**src/rtl/time_source_sel_if.sv**
```systemverilog
// Source-selection bus: N time words with PM flags in, selected word plus status out.
// master drives the sources and requests; slave is the selector.
interface time_source_sel_if #(
  parameter int NUM_SRC = 3,
  parameter int W       = 13
);
  localparam int SW = $clog2(NUM_SRC);

  logic [NUM_SRC*W-1:0] src_data;
  logic [NUM_SRC-1:0]   src_pm;
  logic                 sel_valid;
  logic [SW-1:0]        sel_idx;
  logic                 act;
  logic [W-1:0]         disp_data;
  logic                 disp_pm;
  logic                 disp_blank;
  logic [SW-1:0]        cur_src;
  logic                 sel_err;

  modport master (
    output src_data, src_pm, sel_valid, sel_idx, act,
    input  disp_data, disp_pm, disp_blank, cur_src, sel_err
  );

  modport slave (
    input  src_data, src_pm, sel_valid, sel_idx, act,
    output disp_data, disp_pm, disp_blank, cur_src, sel_err
  );
endinterface

```
**src/rtl/time_source_sel.sv**
```systemverilog
// Registered N-way time source selector with idle revert to the live clock and edit blink.
// One-cycle latency from select/source to display; no backpressure, requests are never stalled.
module time_source_sel #(
  parameter int                 NUM_SRC    = 3,
  parameter int                 W          = 13,
  parameter int                 TIMEOUT    = 50_000_000,
  parameter int                 BLINK_HALF = 12_500_000,
  parameter logic [NUM_SRC-1:0] EDIT_MASK  = 3'b010
) (
  input logic              clk,
  input logic              reset,
  time_source_sel_if.slave bus
);
  localparam int SW = $clog2(NUM_SRC);
  localparam int IW = (TIMEOUT > 0) ? $clog2(TIMEOUT + 1) : 1;
  localparam int BW = (BLINK_HALF > 1) ? $clog2(BLINK_HALF) : 1;
  localparam logic [IW-1:0] IDLE_LAST  = IW'((TIMEOUT > 0) ? TIMEOUT - 1 : 0);
  localparam logic [BW-1:0] BLINK_LAST = BW'(BLINK_HALF - 1);
  localparam logic [SW:0]   SRC_LIM    = (SW + 1)'(NUM_SRC);

  typedef enum logic [1:0] {LIVE, HOLD, EDIT} state_t;

  state_t        state;
  logic [SW-1:0] cur_src;
  logic [IW-1:0] idle_cnt;
  logic [BW-1:0] blink_cnt;
  logic [W-1:0]  disp_data;
  logic          disp_pm;
  logic          disp_blank;
  logic          sel_err;

  logic          accept;
  logic          reject;
  logic          expire;
  logic [SW-1:0] nxt_src;
  logic          nxt_edit;

  always_comb begin
    accept   = bus.sel_valid && ({1'b0, bus.sel_idx} < SRC_LIM);
    reject   = bus.sel_valid && !accept;
    // A select or activity in the expiry cycle keeps the current view.
    expire   = (state != LIVE) && (TIMEOUT != 0) && (idle_cnt == IDLE_LAST)
               && !accept && !bus.act;
    nxt_src  = cur_src;
    if (accept) begin
      nxt_src = bus.sel_idx;
    end else if (expire) begin
      nxt_src = '0;
    end
    nxt_edit = (nxt_src != '0) && EDIT_MASK[nxt_src];
  end

  always_ff @(posedge clk) begin
    if (reset) begin
      state      <= LIVE;
      cur_src    <= '0;
      idle_cnt   <= '0;
      blink_cnt  <= '0;
      disp_data  <= '0;
      disp_pm    <= 1'b0;
      disp_blank <= 1'b0;
      sel_err    <= 1'b0;
    end else begin
      sel_err   <= reject;
      cur_src   <= nxt_src;
      disp_data <= bus.src_data[int'(nxt_src)*W +: W];
      disp_pm   <= bus.src_pm[nxt_src];

      if (nxt_src == '0) begin
        state <= LIVE;
      end else if (nxt_edit) begin
        state <= EDIT;
      end else begin
        state <= HOLD;
      end

      if ((nxt_src == '0) || accept || bus.act) begin
        idle_cnt <= '0;
      end else begin
        idle_cnt <= idle_cnt + 1'b1;
      end

      // Any interaction shows the digits at once and restarts the blink phase.
      if (!nxt_edit || accept || bus.act) begin
        blink_cnt  <= '0;
        disp_blank <= 1'b0;
      end else if (blink_cnt == BLINK_LAST) begin
        blink_cnt  <= '0;
        disp_blank <= !disp_blank;
      end else begin
        blink_cnt  <= blink_cnt + 1'b1;
      end
    end
  end

  assign bus.cur_src    = cur_src;
  assign bus.disp_data  = disp_data;
  assign bus.disp_pm    = disp_pm;
  assign bus.disp_blank = disp_blank;
  assign bus.sel_err    = sel_err;
endmodule

```
**src/flat_wrapper.sv**
```systemverilog
// flat-port wrapper written by rule: the top's interface ports become plain ports
module time_source_sel_flat 
#(
  parameter int                 NUM_SRC    = 3,
  parameter int                 W          = 13,
  parameter int                 TIMEOUT    = 50_000_000,
  parameter int                 BLINK_HALF = 12_500_000,
  parameter logic [NUM_SRC-1:0] EDIT_MASK  = 3'b010
)
  (clk, reset, bus_src_data, bus_src_pm, bus_sel_valid, bus_sel_idx, bus_act, bus_disp_data, bus_disp_pm, bus_disp_blank, bus_cur_src, bus_sel_err);
  time_source_sel_if #(.NUM_SRC(NUM_SRC), .W(W)) bus_i ();
  input logic clk;
  input logic reset;
  input wire logic [$bits(bus_i.src_data)-1:0] bus_src_data;
  input wire logic [$bits(bus_i.src_pm)-1:0] bus_src_pm;
  input wire logic [$bits(bus_i.sel_valid)-1:0] bus_sel_valid;
  input wire logic [$bits(bus_i.sel_idx)-1:0] bus_sel_idx;
  input wire logic [$bits(bus_i.act)-1:0] bus_act;
  output wire logic [$bits(bus_i.disp_data)-1:0] bus_disp_data;
  output wire logic [$bits(bus_i.disp_pm)-1:0] bus_disp_pm;
  output wire logic [$bits(bus_i.disp_blank)-1:0] bus_disp_blank;
  output wire logic [$bits(bus_i.cur_src)-1:0] bus_cur_src;
  output wire logic [$bits(bus_i.sel_err)-1:0] bus_sel_err;
  assign bus_i.src_data = bus_src_data;
  assign bus_i.src_pm = bus_src_pm;
  assign bus_i.sel_valid = bus_sel_valid;
  assign bus_i.sel_idx = bus_sel_idx;
  assign bus_i.act = bus_act;
  assign bus_disp_data = bus_i.disp_data;
  assign bus_disp_pm = bus_i.disp_pm;
  assign bus_disp_blank = bus_i.disp_blank;
  assign bus_cur_src = bus_i.cur_src;
  assign bus_sel_err = bus_i.sel_err;
  time_source_sel #(.NUM_SRC(NUM_SRC), .W(W), .TIMEOUT(TIMEOUT), .BLINK_HALF(BLINK_HALF), .EDIT_MASK(EDIT_MASK)) u_core (.clk(clk), .reset(reset), .bus(bus_i));
endmodule
```
**config.mk**
```make
export PLATFORM = sky130hd
export DESIGN_NAME = time_source_sel_flat
export DESIGN_NICKNAME = d
export VERILOG_FILES = /design/src/rtl/time_source_sel_if.sv /design/src/rtl/time_source_sel.sv /design/src/flat_wrapper.sv
export SDC_FILE = /design/constraint.sdc
export NUM_CORES = 1
export LEC_CHECK = 0
export CORE_ASPECT_RATIO = 0.5
export CORE_MARGIN = 2
export CORE_UTILIZATION = 50
export CTS_CLUSTER_DIAMETER = 150
export DETAILED_ROUTE_END_ITERATION = 8
export DONT_BUFFER_PORTS = 1
export GPL_ROUTABILITY_DRIVEN = 0
export HOLD_SLACK_MARGIN = 0.12
export SYNTH_ARGS = -nofsm -noshare
export SYNTH_HDL_FRONTEND = slang
export SYNTH_SLANG_ARGS = --single-unit
```
**constraint.sdc**
```tcl
create_clock -name clk -period 2.2 [get_ports clk]
set_input_delay 0.11 -clock clk [delete_from_list [all_inputs] [get_ports clk]]
set_output_delay 0.11 -clock clk [all_outputs]
set_load 0.03 [all_outputs]
```
# ---- After elaboration in Yosys (flattened, before gate mapping)
# Index checks and enable logic that the tools add are counted.
dict set report totals {
  wordCells 44
  inputBits 48
  out_inout_bits 18
  regBits 70
}
dict set report classes {
  n_lt_le_gt_ge 2
  n_addsub 2
  n_reduce_logical 21
  n_mul 1
  n_eq_ne 2
  muxes 7
  shifts 1
}
# op n
set ops {}
lappend ops {{39-bit by 32-bit variable part select with 13-bit output} 1}
lappend ops {{26-bit by 1-bit adder with 26-bit output, second input constant} 1}
lappend ops {{26-bit equality test, second input constant} 1}
lappend ops {{24-bit by 1-bit adder with 24-bit output, second input constant} 1}
lappend ops {{24-bit equality test, second input constant} 1}
lappend ops {{1-bit logical AND} 6}
lappend ops {{2-bit by 4-bit multiplier with 6-bit output, second input constant} 1}
lappend ops {{2-bit 2-to-1 mux} 3}
lappend ops {{2-bit OR reduction} 3}
lappend ops {{1-bit binary-select mux with 2-bit select} 2}
lappend ops {{1-bit zero test} 4}
lappend ops {{1-bit logical OR} 4}
lappend ops {{2-bit nonzero test} 2}
lappend ops {{2-bit by 3-bit < comparator with 1-bit output, second input constant} 1}
lappend ops {{3-bit OR reduction} 1}
lappend ops {{2-bit zero test} 1}
lappend ops {{2-bit < comparator, second input constant} 1}
lappend ops {{1-bit 2-to-1 mux} 2}

# ---- Depth between registers and ports, before layout
# Gate-level depths: netlist of the first run.
dict set report depth {
  ltp_word 14
  depth_mapped 9
  ltp_nobuf 7
}

# ---- Worst setup path after synthesis of the first run
# No wires, ideal clock.
dict set report synth_path {
  path_kind {register -> register}
  start {register u_core.idle_cnt[7]}
  end {register u_core.disp_data[10], in the netlist u_core.bus.disp_data[10]}
  setup_time_ns 0.115
  path_stages_with_launch 8
  path_buffers 1
  required_ns 2.085
  setup_slack_ns 0.175
  arrival_time_ns 1.910
  synth_period_minus_slack_ns 2.025
  path_cell_list {dfxtp_1 -> or4b_4 -> nor4_4 -> nand4_2 -> o21ai_4 -> buf_12 -> mux2i_1 -> o2bb2ai_2}
}
dict set report synth_between {
  elab_chain_cells 8
}
# element line
set synth_rtl {}
lappend synth_rtl {{from (decl)} time_source_sel.sv:25} ;# logic [IW-1:0] idle_cnt;
lappend synth_rtl {{from (signal assigned)} time_source_sel.sv:80} ;# idle_cnt <= idle_cnt + 1'b1;
lappend synth_rtl {{26-bit equality test} time_source_sel.sv:42} ;# expire = (state != LIVE) && (TIMEOUT != 0) && (idle_cnt == IDLE_LAST)
lappend synth_rtl {{1-bit logical AND} time_source_sel.sv:42}
lappend synth_rtl {{1-bit logical AND (2 in series)} time_source_sel.sv:43} ;# && !accept && !bus.act;
lappend synth_rtl {{2-bit 2-to-1 mux} time_source_sel.sv:47} ;# end else if (expire) begin
lappend synth_rtl {{2-bit 2-to-1 mux} time_source_sel.sv:45} ;# if (accept) begin
lappend synth_rtl {{2-bit by 4-bit multiplier with 6-bit output} time_source_sel.sv:66} ;# disp_data <= bus.src_data[int'(nxt_src)*W +: W];
lappend synth_rtl {{39-bit by 32-bit variable part select with 13-bit output} time_source_sel.sv:66}
lappend synth_rtl {{to (signal assigned)} time_source_sel.sv:66}
lappend synth_rtl {{to (decl)} time_source_sel.sv:27} ;# logic [W-1:0] disp_data;
# No other way between the ends.
# A chain may end at the register's enable or synchronous reset.

# ---- Worst setup path in the final report of the first run
dict set report layout_path {
  start {register u_core.idle_cnt[7]}
  end {register u_core.disp_data[3], in the netlist u_core.bus.disp_data[3]}
}
# The elaborated chain is that of the path after synthesis.

==> results of run 1 <==
kinds of logic (layout without fill, tap and decap cells):
kind of cell | Yosys count | after routing
fa+ha+maj | 2 | 2
flops | 70 | 70
xor+xnor | 45 | 45
mux | 14 | 14
compound gates | 22 | 22
simple gates | 157 | 157
buf+inv | 16 | 78
worst paths after layout:
kind,end,slack [ns],cells after the start
hold reg to reg,u_core.blink_cnt[0],0.45,1
setup reg to reg,u_core.bus.disp_data[3],0.1,7
hold / removal,u_core.bus.disp_pm,0.13,3
setup / recovery,u_core.bus.disp_data[3],0.1,7
metal layers:
layer	vias up	track usage	share of wire
li1	1227	-	-
met1	1126	0.2224	0.44
met2	51	0.3601	0.49
met3	11	0.08691	0.058
met4	0	0.06196	0.013
met5	-	0	0
critical path, stage by stage (launching register included):
cell       delay (ns)
dfxtp_2          0.34
or4b_4           0.54
nor4_4           0.18
nand4_1          0.24
o21ai_4          0.29
nor3_2           0.06
buf_6            0.17
o2bb2ai_2        0.14
registers in the layout, summed over array words and instances (netlist names):
name                   flops
u_core.blink_cnt          24
u_core.bus.cur_src         2
u_core.bus.disp_blank      1
u_core.bus.disp_data      13
u_core.bus.disp_pm         1
u_core.bus.sel_err         1
u_core.idle_cnt           26
u_core.state               2
power breakdown:
part	internal, mW	switching (mW)	total [mW]
registers	1.30	0.0680	1.37
logic	0.110	0.0920	0.202
clock network	1.08	0.510	1.59
total	2.49	0.671	3.16
timing repair:
item / 4_1_cts / 5_1_grt
endpoints found under the hold margin: 20 / 0
endpoints found under the setup margin: 0 / 38
setup buffers: 0 / 1
hold buffers: 46 / 0
gates resized for setup: 0 / 9
layout make-up:
| cell class | count | area [um2] | area share |
|---|---|---|---|
| multi-input cells | 240 | 1604 | 0.3994 |
| flip-flops and latches | 70 | 1403 | 0.3492 |
| repair buffers | 56 | 555.5 | 0.1383 |
| clock buffers | 13 | 270.3 | 0.06729 |
| well taps | 77 | 96.34 | 0.02399 |
| clock inverters | 3 | 65.06 | 0.01620 |
| inverters | 6 | 22.52 | 0.005607 |
placed cells by master, fill, tap and decap left out, types with 2 or more instances in the layout:
cell	Yosys	final
xnor2_1	15	15
nor4_1	4	2
dfxtp_1	70	69
mux2i_1	14	14
bufinv_16	0	2
nor4_2	0	2
ha_1	2	2
or3_1	3	3
buf_6	2	2
o21ai_0	2	2
dlygate4sd3_1	0	46
o21ai_4	1	2
nand2_1	19	19
and4_1	2	2
o2bb2ai_1	6	5
buf_4	0	7
and3_1	7	7
or2_2	2	2
o2bb2ai_2	8	9
clkbuf_16	0	9
nor2_1	68	67
clkbuf_8	0	3
nand3_1	23	23
inv_1	6	6
nor2b_1	4	4
nand4_1	9	9
nor3_1	6	5
xor2_1	30	30
a21oi_1	2	2
per-stage QoR:
stage	setup slack, ns	util	TNS (ns)	instances
4_1_cts	0.02853	0.6604	0	464
5_1_grt	-0.03468	0.6688	-0.1301	465
3_5_place_dp	0.1020	0.5279	0	402
3_3_place_gp	0.1859	0.5279	0	402
2_1_floorplan	0.1754	-	0	326
6_report	0.09668	0.6688	0	465
==> results.toml, run 1 <==
[status]
status = "complete, no violations"

[global_route]
grtUsageTotal = 0.2015
antenna_found_initial = 0
grt_overflow = 0
grt_start_max_net_pins = 27
grt_pass1_wl_um = 10410
grt_pass1_vias = 2329

[sta]
fmax_ghz = 0.4754
drv_slew = 0
rsz0062_at_grt = "yes"
setup_viol = 0
hold_viol_final = 0
final.setup_skew_ns = 0.004925
worst_pin_slew_ns = 0.3792
slew_headroom = 0.7468
fin_crit_sh = 0.9561
fin_crit_ns = 2.103
hold-worst-slack_ns = 0.1346

[yosys]
yosys_warnings = 0
yosysUniqueCellTypes = 39
synthArstFlopShare = 0
synth.area.mux_share = 0.04573
synth_area_per_cell_um2 = 9.399
synth_compound_area_frac = 0.07595
synth_top_area_frac = 0.4573
syn_inst = 326
yosysMostFrequentCell = "dfxtp_1"
synth_top_family_by_area = "simple AND/OR/NAND/NOR gates"
synthAdderAreaFrac = 0.008167
yosys-top-cells-count = "dfxtp_1, nor2_1, xor2_1"
synth_edf_count = 0
yosysTopAreaCell = "dfxtp_1"
synth_seq_area_share = 0.4573
mappedNetlistArea_um2 = 3064
synth_fp_nets = 376
ys_top_cells_by_area = "dfxtp_1, xor2_1, nor2_1"
yosys.area_share.simple = 0.2523
synthXorXnorAreaFrac = 0.1286
synth_flop_cell = "dfxtp_1"
ys_seq_elements = 70

[detailed_routing]
via_per_inst = 5.194
ant_nets = 0
vias = 2415
firstDrtPassIters = 4
wl_per_cell_um = 13.98
wl_um = 6499
drt-initial-drc-count = 117
drc_errors = 0

[clock_network]
clockBufferDepth = 2
htree_levels = 3
root_buffer = "clkbuf_16"
cts_buffers = 9
path_clk_slew_ns = 0.06
clock_latency_ns = 0.33
cts_tree = "built"
cts_sinks = 70

[setup_path]
cp-end-kind = "flop"
r2r-start = "u_core.idle_cnt[7]"
worstPathArrival_ns = 2.31
worstPathMaxFanout = 14
start_kind = "flop"
cp_data_required_time_ns = 2.41
cp-startpoint = "u_core.idle_cnt[7]"
path_class = "flop to flop"

[die]
io_pins = 66
initial_utilization = 0.5102
dieHeight_um = 59.36
rows = 20
coreArea_um2 = 6006
die_width_um = 114.7
dieArea_um2 = 6809

[power_and_ir_drop]
powerDensity_nw_per_um2 = 787.6
total_power_mw = 3.163
p_leak_nw = 1.456
irDropWorstVdd_uv = 548.9

[placement]
io_buffers = 0
dp_hpwl_um = 4025
place_area_um2 = 3171

[layout]
nets = 433
syn_to_final_growth_pct = 31.07
fillers = 479
antennaDiodeCount = 0
layout-drive-gt1-share = 0.1211
post-route-cell-area_um2 = 4016

[worst_hold_path]
hold_class = "input pin to flop"
holdCritStartpoint = "reset"

[job]
cap_viol_max_count = 0
No activity file was read; power rests on OpenSTA's default activity.
==> run 2, diff against run 1 <==
--- a/config.mk
+++ b/config.mk
@@ -6,4 +6,5 @@
 export NUM_CORES = 1
 export LEC_CHECK = 0
+export ABC_AREA = 1
 export CORE_ASPECT_RATIO = 0.5
 export CORE_MARGIN = 2
==> constraint.sdc (replaced) <==
create_clock -name clk -period 2.2 [get_ports clk]
set_input_delay 0.66 -clock clk [delete_from_list [all_inputs] [get_ports clk]]
set_output_delay 0.66 -clock clk [all_outputs]
set_load 0.03 [all_outputs]
==> run 2 against run 1 <==
Against the previous run:
- first-iteration DRC count rose by 44%
- sequential share of layout area grew 1.1 points
- fmax up 12%
- synthesized area is 15% higher
- hold slack better by 0.26 ns
- via count grew 16%
- cell count increased by 30%
- clock-buffer cell count is 1 higher
- die area rose by 14%
==> results.toml, run 2 <==
[sta]
fin_crit_sh = 0.8508
fin_ws_ns = 0.3282
setup_viol = 0
rsz0062_at_grt = "no"
worst_pin_slew_ns = 0.3631
fin_crit_ns = 1.872
hold_viol_final = 0
setup-tns-final_ns = 0
fmax_ghz = 0.5343
drv_slew = 0
hold-worst-slack_ns = 0.3934
final.setup_skew_ns = 0.005290
slew_headroom = 0.7576

[layout]
final_cells = 605
final_cell_mix = "nand2_1, nor2_1, inv_1, dfxtp_1, xor2_1"
antennaDiodeCount = 0
regMostFlops = "u_core.idle_cnt"
largest_register_ffs = 26
nets = 559
post-route-cell-area_um2 = 3889
layout-drive-gt1-share = 0.06823
multiInputGateArea_um2 = 1745
utilization = 0.5759
top_regs = "u_core.idle_cnt (26), u_core.blink_cnt (24), u_core.bus.disp_data (13)"
fillers = 664
syn_to_final_growth_pct = 10.37
final_common_cell = "nand2_1"
final-seq-area_um2 = 1401

[global_route]
grtUsageTotal = 0.1943
grt_start_max_net_pins = 26
grt_pass1_wl_um = 11920
grt_overflow = 0
antenna_found_initial = 0
grt_pass1_vias = 2761

[die]
io_pins = 66
dieHeight_um = 63.36
coreArea_um2 = 6753
initial_utilization = 0.5218
rows = 21
die_width_um = 122.7
dieArea_um2 = 7775

[yosys]
synth_compound_area_frac = 0.02450
yosysUniqueCellTypes = 26
yosys-top-cells-count = "nand2_1, nor2_1, inv_1"
mappedNetlistArea_um2 = 3523
synth.area.mux_share = 0
synth_flop_cell = "dfxtp_1"
synth_area_per_cell_um2 = 7.033
synth_top_family_by_area = "simple AND/OR/NAND/NOR gates"
ys_seq_elements = 70
yosys_warnings = 0
syn_inst = 501
ys_top_cells_by_area = "dfxtp_1, nand2_1, nor2_1"
yosys.area_share.simple = 0.3555
synthArstFlopShare = 0
synthAdderAreaFrac = 0.007102
yosysTopAreaCell = "dfxtp_1"
synth_seq_area_share = 0.3977
synth_top_area_frac = 0.3977
synthXorXnorAreaFrac = 0.1069
synth_edf_count = 0
yosysMostFrequentCell = "nand2_1"
synth_fp_nets = 551

[power_and_ir_drop]
total_power_mw = 2.814
powerDensity_nw_per_um2 = 723.6
p_leak_nw = 1.518
irDropWorstVdd_uv = 449.4
p_comb_frac = 0.045
p_int_mw = 2.164
power_frac_seq = 0.489
switching_share = 0.2308
switching_power_uw = 649.4
power_frac_clock = 0.466

[detailed_routing]
firstDrtPassIters = 4
via_per_inst = 4.618
ant_nets = 0
wl_per_cell_um = 11.35
vias = 2794
drt-initial-drc-count = 169
wl_um = 6868
drc_errors = 0

[clock_network]
cts_buffers = 9
post_cts_buffers = 0
clockBufferDepth = 2
htree_levels = 3
clock_latency_ns = 0.33
cts_sinks = 70
root_buffer = "clkbuf_16"
cts_tree = "built"
path_clk_slew_ns = 0.05

[placement]
io_buffers = 0
dp_hpwl_um = 5142
placedCellCount = 590
preCtsSetupSlack_ns = 0.1989
place_area_um2 = 3615

[setup_path]
path_class = "flop to flop"
crit_chain = "ha_1, nand3_2, inv_1, nand2_1, nor2_1, nand3_2, nand2_2, nand2_4, nor2_4, nand3b_4, nor2_1"
worstPathArrival_ns = 2.13
start_kind = "flop"
worstPathMaxFanout = 24
cp_top_family = "simple AND/OR/NAND/NOR gates"
critical-path-slowest-cell = "dfxtp_1"
cp_data_required_time_ns = 2.46
cp-end-kind = "flop"
path_buf_inv = 1
crit_path_max_incr_delay_ns = 0.35

[status]
status = "complete, no violations"

[worst_hold_path]
hold_class = "input pin to flop"

[job]
cap_viol_max_count = 0
-- run 2: cell types whose count changed in the layout (fill, tap and decap cells not counted), sizes merged, moves of 5 or more --
| cell | change |
|---|---|
| nand3b | +5 |
| nor3 | +8 |
| inv | +78 |
| nor2 | +37 |
| buf | -6 |
| o2bb2ai | -14 |
| and3 | -7 |
| nand2 | +99 |
| dlygate4sd3 | -46 |
| o211ai | +7 |
| mux2i | -14 |
-- run 2: logic make-up after synthesis --
logic type,after synthesis
adder cells (fa/ha/maj),2
XOR/XNOR,43
AND/OR/NAND/NOR,283
buffers and inverters,91
AO/OA/AOI/OAI,12
flip-flops,70
-- run 2: path summary, 6_finish.rpt --
check / start / endpoint / slack [ns] / cells past startpoint
worst min-delay path: reset / u_core.bus.disp_data[6] / 0.39 / 1
worst max register to register: u_core.idle_cnt[0] / u_core.blink_cnt[8] / 0.33 / 11
worst max-delay path: u_core.idle_cnt[0] / u_core.blink_cnt[8] / 0.33 / 11
worst min register to register: u_core.idle_cnt[0] / u_core.idle_cnt[0] / 0.45 / 1
-- run 2: layout make-up --
type                       instances  area share
clock buffer                      14     0.06789
clock inverter                     1    0.001287
inverter                          84     0.08108
multi-input combinational        340      0.4488
sequential                        70      0.3604
tap                               92     0.02960
timing repair buffer               4     0.01094
-- run 2: power by group through the flow --
stage	Combinational (mW)	Clock [mW]	Sequential [mW]
3_3_place_gp	0.129	0	1.40
2_1_floorplan	0.111	0	1.40
5_1_grt	0.149	1.40	1.38
6_report	0.127	1.31	1.38
3_5_place_dp	0.129	0	1.40
4_1_cts	0.129	1.35	1.38
-- run 2: repair_timing --
item | in CTS | in global routing
endpoints found under the hold margin | 0 | 0
setup endpoints to repair | 0 | 7
hold buffers | 0 | 0
resized for setup | 0 | 1
-- run 2: per-layer routing --
layer | wire length [um] | vias to the layer above | GRT usage
met1 | 3228 | 1231 | 0.2249
met5 | 0 | - | 0
met4 | 106 | 0 | 0.07184
met3 | 205 | 13 | 0.06431
li1 | - | 1530 | -
met2 | 3328 | 20 | 0.3336
==> run 3, diff against run 2 <==
--- a/config.mk
+++ b/config.mk
@@ -18,2 +18,3 @@
 export SYNTH_HDL_FRONTEND = slang
 export SYNTH_SLANG_ARGS = --single-unit
+export TNS_END_PERCENT = 1
==> constraint.sdc (replaced) <==
create_clock -name clk -period 2.2 [get_ports clk]
set_input_delay 0.66 -clock clk [delete_from_list [all_inputs] [get_ports clk]]
set_output_delay 0.66 -clock clk [all_outputs]
set_load 0.1 [all_outputs]
==> run 3 against run 2 <==
Against the previous run:
- largest cell class unchanged
- critical endpoint is now u_core.blink_cnt[13]
- global-route usage is 1.1 points higher
- die area stayed put
- sequential power is 5% lower
- sequential cell count stayed put
- via count is 4.6% higher
- setup slack worse by 0.11 ns
- first-iteration DRC count stayed put
- final area is 4.5% higher
- largest power group is now clock
- highest routed layer unchanged
==> results.toml, run 3 (synthesis results as in run 2) <==
[status]
status = "complete, no violations"

[worst_hold_path]
hold_class = "input pin to flop"
min_path_cells = 1

[setup_path]
crit_path_max_incr_delay_ns = 0.35
critical-path-slowest-cell = "dfxtp_1"
worstPathMaxFanout = 24
worstPathArrival_ns = 2.24
cp-end-kind = "flop"
path_buf_inv = 1
path_class = "flop to flop"
cp_data_required_time_ns = 2.46
critPathMostFrequentCell = "nor2_1"
critical_path_depth = 11
crit_chain = "ha_1, nand3_1, inv_1, nand2_1, nor2_1, nand3_2, nand2_2, nand2_4, nor2_4, nand3b_4, nor2_1"
start_kind = "flop"
r2r_cells = 11
cp_top_family = "simple AND/OR/NAND/NOR gates"

[global_route]
antenna_found_initial = 0
grt_pass1_wl_um = 12360
grt_overflow = 0
grtUsageTotal = 0.2055
grt_start_max_net_pins = 26
grt_pass1_vias = 2808

[layout]
largest_register_ffs = 26
syn_to_final_growth_pct = 15.31
fillers = 664
final_common_cell = "nand2_1"
top_regs = "u_core.idle_cnt (26), u_core.blink_cnt (24), u_core.bus.disp_data (13)"
layout-drive-gt1-share = 0.1017
final_cell_mix = "nand2_1, nor2_1, inv_1, dfxtp_1, xor2_1"
antennaDiodeCount = 0
regMostFlops = "u_core.idle_cnt"
nets = 576

[clock_network]
clockBufferDepth = 2
cts_buffers = 9
cts_tree = "built"
root_buffer = "clkbuf_16"
clock_latency_ns = 0.33
htree_levels = 3
cts_sinks = 70
path_clk_slew_ns = 0.05

[die]
die_width_um = 122.7
io_pins = 66
dieArea_um2 = 7775
initial_utilization = 0.5218
rows = 21
dieHeight_um = 63.36
coreArea_um2 = 6753

[sta]
hold_viol_final = 0
fin_crit_ns = 1.984
rsz0062_at_grt = "yes"
hold-worst-slack_ns = 0.3955
fin_ws_ns = 0.2159
setup-tns-final_ns = 0
worst_pin_slew_ns = 0.3702
setup_viol = 0
fin_crit_sh = 0.9018
final.setup_skew_ns = 0.006282
slew_headroom = 0.7513
fmax_ghz = 0.5040
drv_slew = 0

[detailed_routing]
ant_nets = 0
drc_errors = 0
wl_per_cell_um = 11.24
drt-initial-drc-count = 169
wl_um = 7003
firstDrtPassIters = 4
via_per_inst = 4.690
vias = 2922

[power_and_ir_drop]
irDropWorstVdd_uv = 423.9
p_leak_nw = 1.629
powerDensity_nw_per_um2 = 773.3
total_power_mw = 3.142

[placement]
preCtsSetupSlack_ns = 0.1107
io_buffers = 0
dp_hpwl_um = 5309

[job]
cap_viol_max_count = 0
run 3: final timing paths:
kind | from | to | slack, ns
hold / removal | reset | u_core.bus.disp_data[1] | 0.40
setup reg to reg | u_core.idle_cnt[0] | u_core.blink_cnt[13] | 0.22
setup / recovery | u_core.idle_cnt[0] | u_core.blink_cnt[13] | 0.22
hold reg to reg | u_core.idle_cnt[0] | u_core.idle_cnt[0] | 0.45
run 3: stage by stage:
| stage | cell area (um2) | cells | utilization |
|---|---|---|---|
| 6_report | 4063 | 623 | 0.6016 |
| 2_1_floorplan | 3523 | 501 | - |
| 5_1_grt | 4063 | 623 | 0.6016 |
| 3_5_place_dp | 3742 | 607 | 0.5542 |
| 3_3_place_gp | 3742 | 607 | 0.5542 |
| 4_1_cts | 4044 | 623 | 0.5989 |
run 3: what timing repair did:
action / in CTS / in global routing
hold buffers: 0 / 0
setup buffers: 0 / 0
setup endpoints to repair: 0 / 17
resized for setup: 0 / 3
run 3: cell type report:
cell class | instances | area (um2) | area share
multi-input cells | 340 | 1759 | 0.4330
inverters | 84 | 315.3 | 0.07761
repair buffers | 21 | 170.2 | 0.04188
clock buffers | 12 | 256.5 | 0.06314
well taps | 92 | 115.1 | 0.02833
flip-flops and latches | 70 | 1401 | 0.3449
clock inverters | 4 | 45.04 | 0.01109
run 3: where the power goes:
group | total, mW | switching, mW | internal (mW)
Combinational | 0.394 | 0.312 | 0.0820
Clock | 1.44 | 0.503 | 0.932
Sequential | 1.31 | 0.00993 | 1.30
run 3: metal layers:
layer  wire (um)  vias up  share of wire  global-route usage
met4          36        0         0.0051             0.05603
li1            -     1577              -                   -
met5           0        -              0                   0
met3         266        4          0.038             0.08696
met1        3252     1312           0.46              0.2378
met2        3447       29           0.49              0.3481
